--- config.mk ---
export PLATFORM = sky130hd
export DESIGN_NAME = vscale_htif_tohost_monitor_flat
export DESIGN_NICKNAME = d
export VERILOG_FILES = /design/src/rtl/vscale_htif_tohost_monitor_pkg.sv /design/src/rtl/vscale_htif_tohost_monitor_if.sv /design/src/rtl/vscale_htif_tohost_monitor.sv /design/src/flat_wrapper.sv
export SDC_FILE = /design/constraint.sdc
export NUM_CORES = 1
export LEC_CHECK = 0
export BUFFER_PORTS_ARGS = -buffer_cell sky130_fd_sc_hd__buf_2
export CORE_MARGIN = 8
export CORE_UTILIZATION = 30
export DETAILED_ROUTE_END_ITERATION = 12
export PLACE_DENSITY = 0.49
export SLEW_MARGIN = 20
export SYNTH_ARGS = -nofsm -noshare
export SYNTH_HDL_FRONTEND = slang
export SYNTH_SLANG_ARGS = --single-unit
--- constraint.sdc ---
create_clock -name clk -period 7.9 [get_ports clk]
set_input_delay 1.58 -clock clk [delete_from_list [all_inputs] [get_ports clk]]
set_output_delay 1.58 -clock clk [all_outputs]
set_load 0.05 [all_outputs]
--- src/rtl/vscale_htif_tohost_monitor_pkg.sv ---
// vscale_htif_pkg: shared types and constants for the HTIF tohost monitor
package vscale_htif_pkg;
  localparam int HTIF_PCR_ADDR_WIDTH = 12;
  localparam int HTIF_PCR_DATA_WIDTH = 64;
  // tohost CSR address, mirrored from vscale_csr_addr_map.vh
  localparam logic [HTIF_PCR_ADDR_WIDTH-1:0] CSR_ADDR_TO_HOST = 12'h780;
  localparam logic [HTIF_PCR_DATA_WIDTH-1:0] TOHOST_PASS = 64'h1;
  typedef enum logic [2:0] {
    ST_IDLE,
    ST_WAIT,
    ST_RD_REQ,
    ST_RD_RESP,
    ST_CLR_REQ,
    ST_CLR_RESP,
    ST_DONE
  } htif_mon_state_e;
endpackage

--- src/rtl/vscale_htif_tohost_monitor_if.sv ---
// vscale_htif_tohost_monitor_if: HTIF PCR request/response channel between host agent and core
interface vscale_htif_tohost_monitor_if;
  import vscale_htif_pkg::*;
  logic                           htif_pcr_req_valid;
  logic                           htif_pcr_req_ready;
  logic                           htif_pcr_req_rw;
  logic [HTIF_PCR_ADDR_WIDTH-1:0] htif_pcr_req_addr;
  logic [HTIF_PCR_DATA_WIDTH-1:0] htif_pcr_req_data;
  logic                           htif_pcr_resp_valid;
  logic                           htif_pcr_resp_ready;
  logic [HTIF_PCR_DATA_WIDTH-1:0] htif_pcr_resp_data;
  modport master (
    output htif_pcr_req_valid, htif_pcr_req_rw, htif_pcr_req_addr, htif_pcr_req_data,
    output htif_pcr_resp_ready,
    input  htif_pcr_req_ready, htif_pcr_resp_valid, htif_pcr_resp_data
  );
  modport slave (
    input  htif_pcr_req_valid, htif_pcr_req_rw, htif_pcr_req_addr, htif_pcr_req_data,
    input  htif_pcr_resp_ready,
    output htif_pcr_req_ready, htif_pcr_resp_valid, htif_pcr_resp_data
  );
endinterface

--- src/rtl/vscale_htif_tohost_monitor.sv ---
// vscale_htif_tohost_monitor: polls tohost over the HTIF PCR port and reports pass/fail/timeout
module vscale_htif_tohost_monitor
  import vscale_htif_pkg::*;
#(
  parameter int unsigned POLL_INTERVAL  = 16,
  parameter int unsigned TIMEOUT_CYCLES = 65536
) (
  input  logic                         clk,
  input  logic                         reset_n,
  input  logic                         enable,
  vscale_htif_tohost_monitor_if.master htif,
  output logic                         done,
  output logic                         pass,
  output logic [62:0]                  fail_code,
  output logic                         timeout,
  output logic [15:0]                  poll_count
);
  localparam int IW = (POLL_INTERVAL > 1) ? $clog2(POLL_INTERVAL) : 1;
  localparam int TW = $clog2(TIMEOUT_CYCLES + 1);
  localparam logic [IW-1:0] IVL_LOAD = IW'(POLL_INTERVAL - 1);
  localparam logic [TW-1:0] TO_LIMIT = TW'(TIMEOUT_CYCLES);

  htif_mon_state_e                state_q, state_d;
  logic [IW-1:0]                  ivl_q, ivl_d;
  logic [TW-1:0]                  tcnt_q, tcnt_d;
  logic [HTIF_PCR_DATA_WIDTH-1:0] cap_q, cap_d;
  logic [15:0]                    pcnt_q, pcnt_d;
  logic                           done_q, done_d;
  logic                           pass_q, pass_d;
  logic [62:0]                    fc_q, fc_d;
  logic                           to_q, to_d;
  logic                           ticking, to_hit;

  always_comb begin
    state_d = state_q;
    ivl_d   = ivl_q;
    tcnt_d  = tcnt_q;
    cap_d   = cap_q;
    pcnt_d  = pcnt_q;
    done_d  = done_q;
    pass_d  = pass_q;
    fc_d    = fc_q;
    to_d    = to_q;
    ticking = (state_q != ST_IDLE) && (state_q != ST_DONE);
    to_hit  = ticking && (tcnt_q + TW'(1) == TO_LIMIT);
    if (ticking) tcnt_d = tcnt_q + TW'(1);
    unique case (state_q)
      ST_IDLE: if (enable) begin
        state_d = ST_WAIT;
        ivl_d   = IVL_LOAD;
        tcnt_d  = '0;
      end
      ST_WAIT: begin
        if (!enable) state_d = ST_IDLE;
        else if (ivl_q == '0) state_d = ST_RD_REQ;
        else ivl_d = ivl_q - IW'(1);
      end
      ST_RD_REQ: if (htif.htif_pcr_req_ready) state_d = ST_RD_RESP;
      ST_RD_RESP: if (htif.htif_pcr_resp_valid) begin
        if (htif.htif_pcr_resp_data == '0) begin
          pcnt_d  = &pcnt_q ? pcnt_q : pcnt_q + 16'd1;
          ivl_d   = IVL_LOAD;
          state_d = enable ? ST_WAIT : ST_IDLE;
        end else begin
          cap_d   = htif.htif_pcr_resp_data;
          state_d = ST_CLR_REQ;
        end
      end
      ST_CLR_REQ: if (htif.htif_pcr_req_ready) state_d = ST_CLR_RESP;
      ST_CLR_RESP: if (htif.htif_pcr_resp_valid) begin
        state_d = ST_DONE;
        done_d  = 1'b1;
        pass_d  = cap_q == TOHOST_PASS;
        fc_d    = cap_q[63:1];
      end
      default: ;
    endcase
    // timeout overrides whatever the channel did this cycle
    if (to_hit) begin
      state_d = ST_DONE;
      cap_d   = cap_q;
      pcnt_d  = pcnt_q;
      done_d  = 1'b1;
      to_d    = 1'b1;
      pass_d  = 1'b0;
      fc_d    = '0;
    end
  end

  always_ff @(posedge clk or negedge reset_n) begin
    if (!reset_n) begin
      state_q <= ST_IDLE;
      ivl_q   <= '0;
      tcnt_q  <= '0;
      cap_q   <= '0;
      pcnt_q  <= '0;
      done_q  <= 1'b0;
      pass_q  <= 1'b0;
      fc_q    <= '0;
      to_q    <= 1'b0;
    end else begin
      state_q <= state_d;
      ivl_q   <= ivl_d;
      tcnt_q  <= tcnt_d;
      cap_q   <= cap_d;
      pcnt_q  <= pcnt_d;
      done_q  <= done_d;
      pass_q  <= pass_d;
      fc_q    <= fc_d;
      to_q    <= to_d;
    end
  end

  assign htif.htif_pcr_req_valid  = (state_q == ST_RD_REQ) || (state_q == ST_CLR_REQ);
  assign htif.htif_pcr_req_rw     = state_q == ST_CLR_REQ;
  assign htif.htif_pcr_req_addr   = CSR_ADDR_TO_HOST;
  assign htif.htif_pcr_req_data   = '0;
  assign htif.htif_pcr_resp_ready = (state_q == ST_RD_RESP) || (state_q == ST_CLR_RESP);
  assign done       = done_q;
  assign pass       = pass_q;
  assign fail_code  = fc_q;
  assign timeout    = to_q;
  assign poll_count = pcnt_q;
endmodule

--- src/flat_wrapper.sv ---
// flat-port wrapper written by rule: the top's interface ports become plain ports
module vscale_htif_tohost_monitor_flat import vscale_htif_pkg::*;
#(
  parameter int unsigned POLL_INTERVAL  = 16,
  parameter int unsigned TIMEOUT_CYCLES = 65536
)
  (clk, reset_n, enable, done, pass, fail_code, timeout, poll_count, htif_htif_pcr_req_valid, htif_htif_pcr_req_rw, htif_htif_pcr_req_addr, htif_htif_pcr_req_data, htif_htif_pcr_resp_ready, htif_htif_pcr_req_ready, htif_htif_pcr_resp_valid, htif_htif_pcr_resp_data);
  vscale_htif_tohost_monitor_if htif_i ();
  input  logic clk;
  input  logic reset_n;
  input  logic enable;
  output logic done;
  output logic pass;
  output logic [62:0] fail_code;
  output logic timeout;
  output logic [15:0] poll_count;
  output wire logic [$bits(htif_i.htif_pcr_req_valid)-1:0] htif_htif_pcr_req_valid;
  output wire logic [$bits(htif_i.htif_pcr_req_rw)-1:0] htif_htif_pcr_req_rw;
  output wire logic [$bits(htif_i.htif_pcr_req_addr)-1:0] htif_htif_pcr_req_addr;
  output wire logic [$bits(htif_i.htif_pcr_req_data)-1:0] htif_htif_pcr_req_data;
  output wire logic [$bits(htif_i.htif_pcr_resp_ready)-1:0] htif_htif_pcr_resp_ready;
  input wire logic [$bits(htif_i.htif_pcr_req_ready)-1:0] htif_htif_pcr_req_ready;
  input wire logic [$bits(htif_i.htif_pcr_resp_valid)-1:0] htif_htif_pcr_resp_valid;
  input wire logic [$bits(htif_i.htif_pcr_resp_data)-1:0] htif_htif_pcr_resp_data;
  assign htif_htif_pcr_req_valid = htif_i.htif_pcr_req_valid;
  assign htif_htif_pcr_req_rw = htif_i.htif_pcr_req_rw;
  assign htif_htif_pcr_req_addr = htif_i.htif_pcr_req_addr;
  assign htif_htif_pcr_req_data = htif_i.htif_pcr_req_data;
  assign htif_htif_pcr_resp_ready = htif_i.htif_pcr_resp_ready;
  assign htif_i.htif_pcr_req_ready = htif_htif_pcr_req_ready;
  assign htif_i.htif_pcr_resp_valid = htif_htif_pcr_resp_valid;
  assign htif_i.htif_pcr_resp_data = htif_htif_pcr_resp_data;
  vscale_htif_tohost_monitor #(.POLL_INTERVAL(POLL_INTERVAL), .TIMEOUT_CYCLES(TIMEOUT_CYCLES)) u_core (.clk(clk), .reset_n(reset_n), .enable(enable), .htif(htif_i), .done(done), .pass(pass), .fail_code(fail_code), .timeout(timeout), .poll_count(poll_count));
endmodule
==> results.json, run 1 <==
{
  "worstPathArrival_ns": 5.10,
  "vias": 5760,
  "overflow": 0,
  "synth_edf_count": 0,
  "synth_commonest_cells": "170 x dfrtp_1, 98 x nor2_1, 76 x buf_4",
  "crit_path_end_kind": "flip-flop",
  "ys_warn_count": 0,
  "yosysTopAreaCellShare_pct": 50.41,
  "die_h_um": 183.7,
  "fin_crit_sh_pct": 60.67,
  "grt_pass1_wl_mm": 35.56,
  "postSynthCellCount": 754,
  "clk_latency_ns": 0.43,
  "clock-sinks": 170,
  "dp_hpwl_mm": 16.75,
  "post-cts-setup-buffer-count": 0,
  "crit_type": "in -> reg",
  "tightestPinTransition_ns": 0.9422,
  "cts_tree": "done",
  "routed_wirelength_mm": 22.96,
  "grt_max_degree": 78,
  "die_area_um2": 33750,
  "antenna_left": 0,
  "port_buffers": 153,
  "drc": 0,
  "hold_viol": 0,
  "rsz0062_at_grt": "false",
  "ys_seq_area_share_pct": 50.41,
  "max_freq_mhz": 208.6,
  "maxCapViolCount": 0,
  "drt_iter0_drc": 234,
  "area_delta_synth_final_pct": 16.53,
  "peakVddDrop_mv": 0.2002,
  "cts_made_buffers": 17,
  "yosys_register_bits": 170,
  "clkTransAtPathRegs_ns": 0.08,
  "synth-main-ff-cell": "dfrtp_1",
  "p_leak_nw": 5.138,
  "critPathMaxStageDelay_ns": 0.77,
  "start_kind": "input pin",
  "wire_per_inst_um": 17.92,
  "start_util_pct": 30.38,
  "yosys-top-cells-area": "dfrtp_1 50%, mux2_1 8.0%, mux2i_1 7.9%, buf_4 6.8%, nor2_1 4.4%",
  "drive_gt1_share_pct": 23.59,
  "cts_hold_buf": 0,
  "synth_cell_type_count": 52,
  "setup_tns_ns": 0,
  "h-tree-depth": 4,
  "cp_max_fo": 34,
  "final_nets": 966,
  "fin_crit_ns": 4.793,
  "fp-row-count": 61,
  "synth_most_common_cell": "dfrtp_1",
  "yosys.area.top_type": "dfrtp_1",
  "path_cells": "buf_2 -> nor4_1 -> nand4_1 -> nor4_2 -> or3_2 -> buf_4 -> mux2_1",
  "required_ns": 8.21,
  "fin_cells": 1281,
  "netlist_area_um2": 8439,
  "avgSynthCellArea_um2": 11.19,
  "io_pins": 230,
  "antenna_found_initial": 2,
  "crit_family": "simple AND/OR/NAND/NOR gates",
  "p_per_area_nw_per_um2": 375.5,
  "final_util_pct": 35.40,
  "via_per_inst": 4.496,
  "dr.pass1.iters": 5,
  "grt_use_total_pct": 13.49,
  "grt_pass1_vias": 5981,
  "stdcell_area_um2": 9834,
  "clockBufferDepth": 2,
  "critPathBufInv": 2,
  "drv_slew": 0,
  "cp_slowest_cell": "or3_2",
  "place.gp.congestion": 0.8038,
  "coreArea_um2": 27780,
  "die_w_um": 183.7,
  "hp-class": "reg -> reg",
  "setup_viol": 0,
  "cts_root_buffer": "clkbuf_16",
  "dpl.cell_count": 1249,
  "place_area_um2": 9238,
  "async_reset_ff_share_pct": 100.0,
  "clock_skew_ns": 0.01967,
  "cts_resized": 0,
  "status": "finished, final reports clean",
  "antenna_cells": 0,
  "slew_headroom_pct": 37.18
}
flip-flops by register name, indices dropped and copies added (netlist names):
register	cells
u_core.tcnt_q	17
u_core.cap_q	64
u_core.ivl_q	4
u_core.poll_count	16
u_core.fail_code	63
u_core.timeout	1
u_core.state_q	3
u_core.done	1
u_core.pass	1
cells by family after synthesis:
kind of cell             synth area share (%)
buffers and inverters                   9.667
multiplexers                            17.02
AO/OA/AOI/OAI                           2.787
flip-flops                              50.41
AND/OR/NAND/NOR                         15.15
XOR/XNOR                                3.840
adder cells (fa/ha/maj)                 1.038
other                                 0.08899
layout make-up:
type	instances	area [um2]
repair buffers	159	817.0
clock inverters	15	171.4
fillers	2866	17950
flip-flops and latches	170	4254
multi-input cells	534	3664
inverters	8	30.03
clock buffers	17	425.4
well taps	378	473.0
stage by stage:
step                      hold WS (ns)  setup WS [ns]  total power, mW
final                           0.4691          3.107            3.693
after global routing            0.4927          2.911            3.916
after CTS                       0.4753          3.039            3.746
after detailed placement        0.4579          2.580            2.888
after global placement          0.4526          2.698            2.869
after floorplan                 0.4559          4.338            2.526
path summary, 6_finish.rpt:
path	depth (start not counted)	to	from	slack [ns]
max	7	u_core.cap_q[18]	htif_htif_pcr_resp_data[3]	3.11
min	1	u_core.done	u_core.done	0.47
max reg2reg	9	u_core.cap_q[18]	u_core.tcnt_q[0]	4.04
min reg2reg	1	u_core.done	u_core.done	0.47
max in group asynchronous	2	u_core.fail_code[5]	reset_n	5.47
min in group asynchronous	1	u_core.poll_count[5]	reset_n	1.15
report_power, final:
part           total [mW]  internal [mW]  switching, mW
clock               0.839          0.427          0.412
sequential           1.48           1.19          0.294
combinational        1.37          0.428          0.947
metal layers:
layer  vias to the layer above  wire, um  track usage, %
li1                       2761         -               -
met1                      2820     10060           16.98
met2                       162     10980           21.96
met3                        13      1720           4.783
met4                         4       185           3.033
met5                         -        22               0
placed cells by master (no fill, tap or decap), drive strengths merged, types with 2 or more instances in the layout:
cell type and n:
mux2i 67, mux2 68, nor3 18, or3 4
a21oi 7, nor4 42, a31oi 8, dfrtp 170
buf 159, nand3 9, clkbuf 17, nor2b 2
nor3b 4, xor2 22, clkinv 7, xnor2 15
conb 76, o22ai 2, and2 2, nor4b 2
nand4 21, nor2 98, nand2 23, ha 7
nand3b 2, and3 3, and4 4, or2 5
inv 15, o31ai 2, o21a 3, o21ai 6
(Power assumes the default switching activity.)
==> inputs of run 2 (changes only) <==
Settings changed: ABC_AREA from default to 1, PLACE_DENSITY 0.49 to 0.5.
Clock period 7.9 ns to 4 ns, I/O delays scaled along.
==> results.json, run 2 <==
{
  "layout_common_cells": "371 x nand2_1, 170 x dfrtp_1, 152 x buf_2, 114 x nand3_1, 106 x inv_1",
  "drt_iter0_drc": 497,
  "final_common_cell": "nand2_1",
  "path_cells": "inv_2 -> nand3_2 -> nand2_4 -> inv_2 -> nand3_1 -> nor2_1 -> nand2_1 -> nor2_1 -> nand3_2 -> nand2_2 -> nand2_1 -> nand2_1",
  "clk_latency_ns": 0.42,
  "timing.rr.start": "u_core.state_q[2]",
  "clock-sinks": 170,
  "net-switching-power_uw": 987.2,
  "cts_root_buffer": "clkbuf_16",
  "tightestPinTransition_ns": 0.8242,
  "final_nets": 1420,
  "seq_area_um2": 4254,
  "antenna_found_initial": 0,
  "async_reset_ff_share_pct": 100.0,
  "clock_skew_ns": 0.01236,
  "clockBufferDepth": 2,
  "crit_path_end_kind": "flip-flop",
  "reg2regPathDepth": 12,
  "crit_family": "simple AND/OR/NAND/NOR gates",
  "hold_ws_ns": 0.3547,
  "required_ns": 4.35,
  "ys_seq_area_share_pct": 45.66,
  "post-cts-setup-buffer-count": 0,
  "worstPathArrival_ns": 3.02,
  "cts_tree": "done",
  "setup_tns_ns": 0,
  "place.gp.congestion": 0.8444,
  "vias": 7647,
  "ys_warn_count": 0,
  "port_buffers": 153,
  "start_util_pct": 30.46,
  "p_leak_nw": 6.091,
  "synth_edf_count": 0,
  "cp_slowest_cell": "dfrtp_1",
  "p_int_mw": 2.690,
  "die_area_um2": 36950,
  "rrSetupSlack_ns": 1.33,
  "dr.pass1.iters": 5,
  "path_depth": 12,
  "overflow": 0,
  "critPathBufInv": 2,
  "drive_gt1_share_pct": 21.90,
  "grt_use_total_pct": 13.44,
  "synth_commonest_cells": "371 x nand2_1, 170 x dfrtp_1, 115 x nand3_1",
  "yosysTopAreaCellShare_pct": 45.66,
  "slew_headroom_pct": 45.06,
  "multi_input_area_um2": 3901,
  "fin_crit_sh_pct": 66.74,
  "crit_type": "reg -> reg",
  "yosys-top-cells-area": "dfrtp_1 46%, nand2_1 15%, buf_4 6.6%, nand3_1 6.2%, inv_1 4.3%",
  "grt_pass1_wl_mm": 39.98,
  "dp_hpwl_mm": 18.43,
  "netlist_area_um2": 9316,
  "routed_wirelength_mm": 25.28,
  "start_kind": "flip-flop",
  "area_delta_synth_final_pct": 15.30,
  "cts_resized": 0,
  "cts_made_buffers": 17,
  "critPathMaxStageDelay_ns": 0.51,
  "antenna_cells": 0,
  "status": "finished, final reports clean",
  "pwr-share-seq_pct": 46.8,
  "io_pins": 230,
  "grt_pass1_vias": 7392,
  "synth_cell_type_count": 35,
  "avgSynthCellArea_um2": 7.719,
  "fp-row-count": 64,
  "fill_cells": 3285,
  "largest_reg_flops": 64,
  "peakVddDrop_mv": 0.2433,
  "grt_max_degree": 81,
  "swShare_pct": 26.85,
  "setup_viol": 0,
  "p_comb_share_pct": 7.0,
  "hold_viol": 0,
  "p_per_area_nw_per_um2": 342.3,
  "yosys.area.top_type": "dfrtp_1",
  "synth-main-ff-cell": "dfrtp_1",
  "h-tree-depth": 4,
  "wire_per_inst_um": 14.43,
  "synth_most_common_cell": "nand2_1",
  "drv_slew": 0,
  "cts_hold_buf": 0,
  "postSynthCellCount": 1207,
  "via_per_inst": 4.365,
  "crit_top_cell": "nand2_1",
  "die_h_um": 192.2,
  "fin_crit_ns": 2.670,
  "rsz0062_at_grt": "false",
  "clkTransAtPathRegs_ns": 0.07,
  "drc": 0,
  "antenna_left": 0,
  "die_w_um": 192.2,
  "coreArea_um2": 30590,
  "max_freq_mhz": 374.6,
  "yosys_register_bits": 170,
  "clkPwrFrac_pct": 46.1,
  "hp-class": "in -> async",
  "regMostFlops": "u_core.cap_q",
  "reg2reg_to": "u_core.poll_count[8]",
  "cp_max_fo": 19,
  "maxCapViolCount": 0
}
==> run 2: cell types whose count changed in the layout (fill, tap and decap cells not counted), sizes merged, moves of 29 or more <==
cell / delta
inv: +160
mux2: -44
mux2i: -67
nand2: +352
nand3: +109
nor4: -29
o21ai: +47
==> run 2: worst max-delay path by stage <==
stage,startpoint,to,slack [ns]
finish,u_core.state_q[2],u_core.poll_count[8],1.33
global route,u_core.state_q[2],u_core.poll_count[8],1.02
CTS,u_core.tcnt_q[0],u_core.cap_q[63],1.24
detailed placement,htif_htif_pcr_resp_data[49],u_core.poll_count[11],1.04
global placement,htif_htif_pcr_resp_data[49],u_core.poll_count[9],1.09
floorplan,htif_htif_pcr_resp_data[15],u_core.poll_count[11],1.87
==> run 2: layout make-up <==
cell class | instances | area share [%]
Tap cell | 396 | 4.613
Timing Repair Buffer | 163 | 8.119
Clock buffer | 18 | 3.995
Clock inverter | 13 | 1.444
Inverter | 169 | 5.906
Sequential cell | 170 | 39.60
Multi-Input combinational cell | 823 | 36.32
==> run 2: cell families (layout without fill, tap and decap cells) <==
group	after synthesis	count (layout)	synth area share, %
simple gates	625	625	28.67
xor+xnor	15	15	1.410
buf+inv	288	363	15.78
flops	170	170	45.66
compound gates	76	76	4.553
other cells	2	76	0.08061
mux	24	24	2.901
fa+ha+maj	7	7	0.9401
==> run 2: power by group through the flow <==
stage | Combinational, mW | Clock (mW) | Sequential, mW
after floorplan | 0.227 | 0 | 1.75
after global placement | 0.259 | 0 | 1.75
after detailed placement | 0.260 | 0 | 1.75
after CTS | 0.260 | 1.76 | 1.72
after global routing | 0.280 | 1.83 | 1.72
final | 0.259 | 1.70 | 1.72
==> run 2: stage by stage <==
stage / cells / util (%) / setup slack (ns) / area, um2 / power [mW]
floorplan: 1281 / - / 1.868 / 9594 / 1.981
global placement: 1721 / 33.21 / 1.088 / 10160 / 2.014
detailed placement: 1721 / 33.21 / 1.040 / 10160 / 2.015
CTS: 1752 / 35.12 / 1.244 / 10740 / 3.736
global route: 1752 / 35.12 / 1.021 / 10740 / 3.829
finish: 1752 / 35.12 / 1.330 / 10740 / 3.677
==> run 2: metal layers <==
metal	global-route usage (%)	vias up	share of wire (%)
met5	0	-	0
met4	2.380	0	0.60
met3	3.522	8	6.2
met2	21.48	182	46
met1	18.22	3559	47
li1	-	3898	-
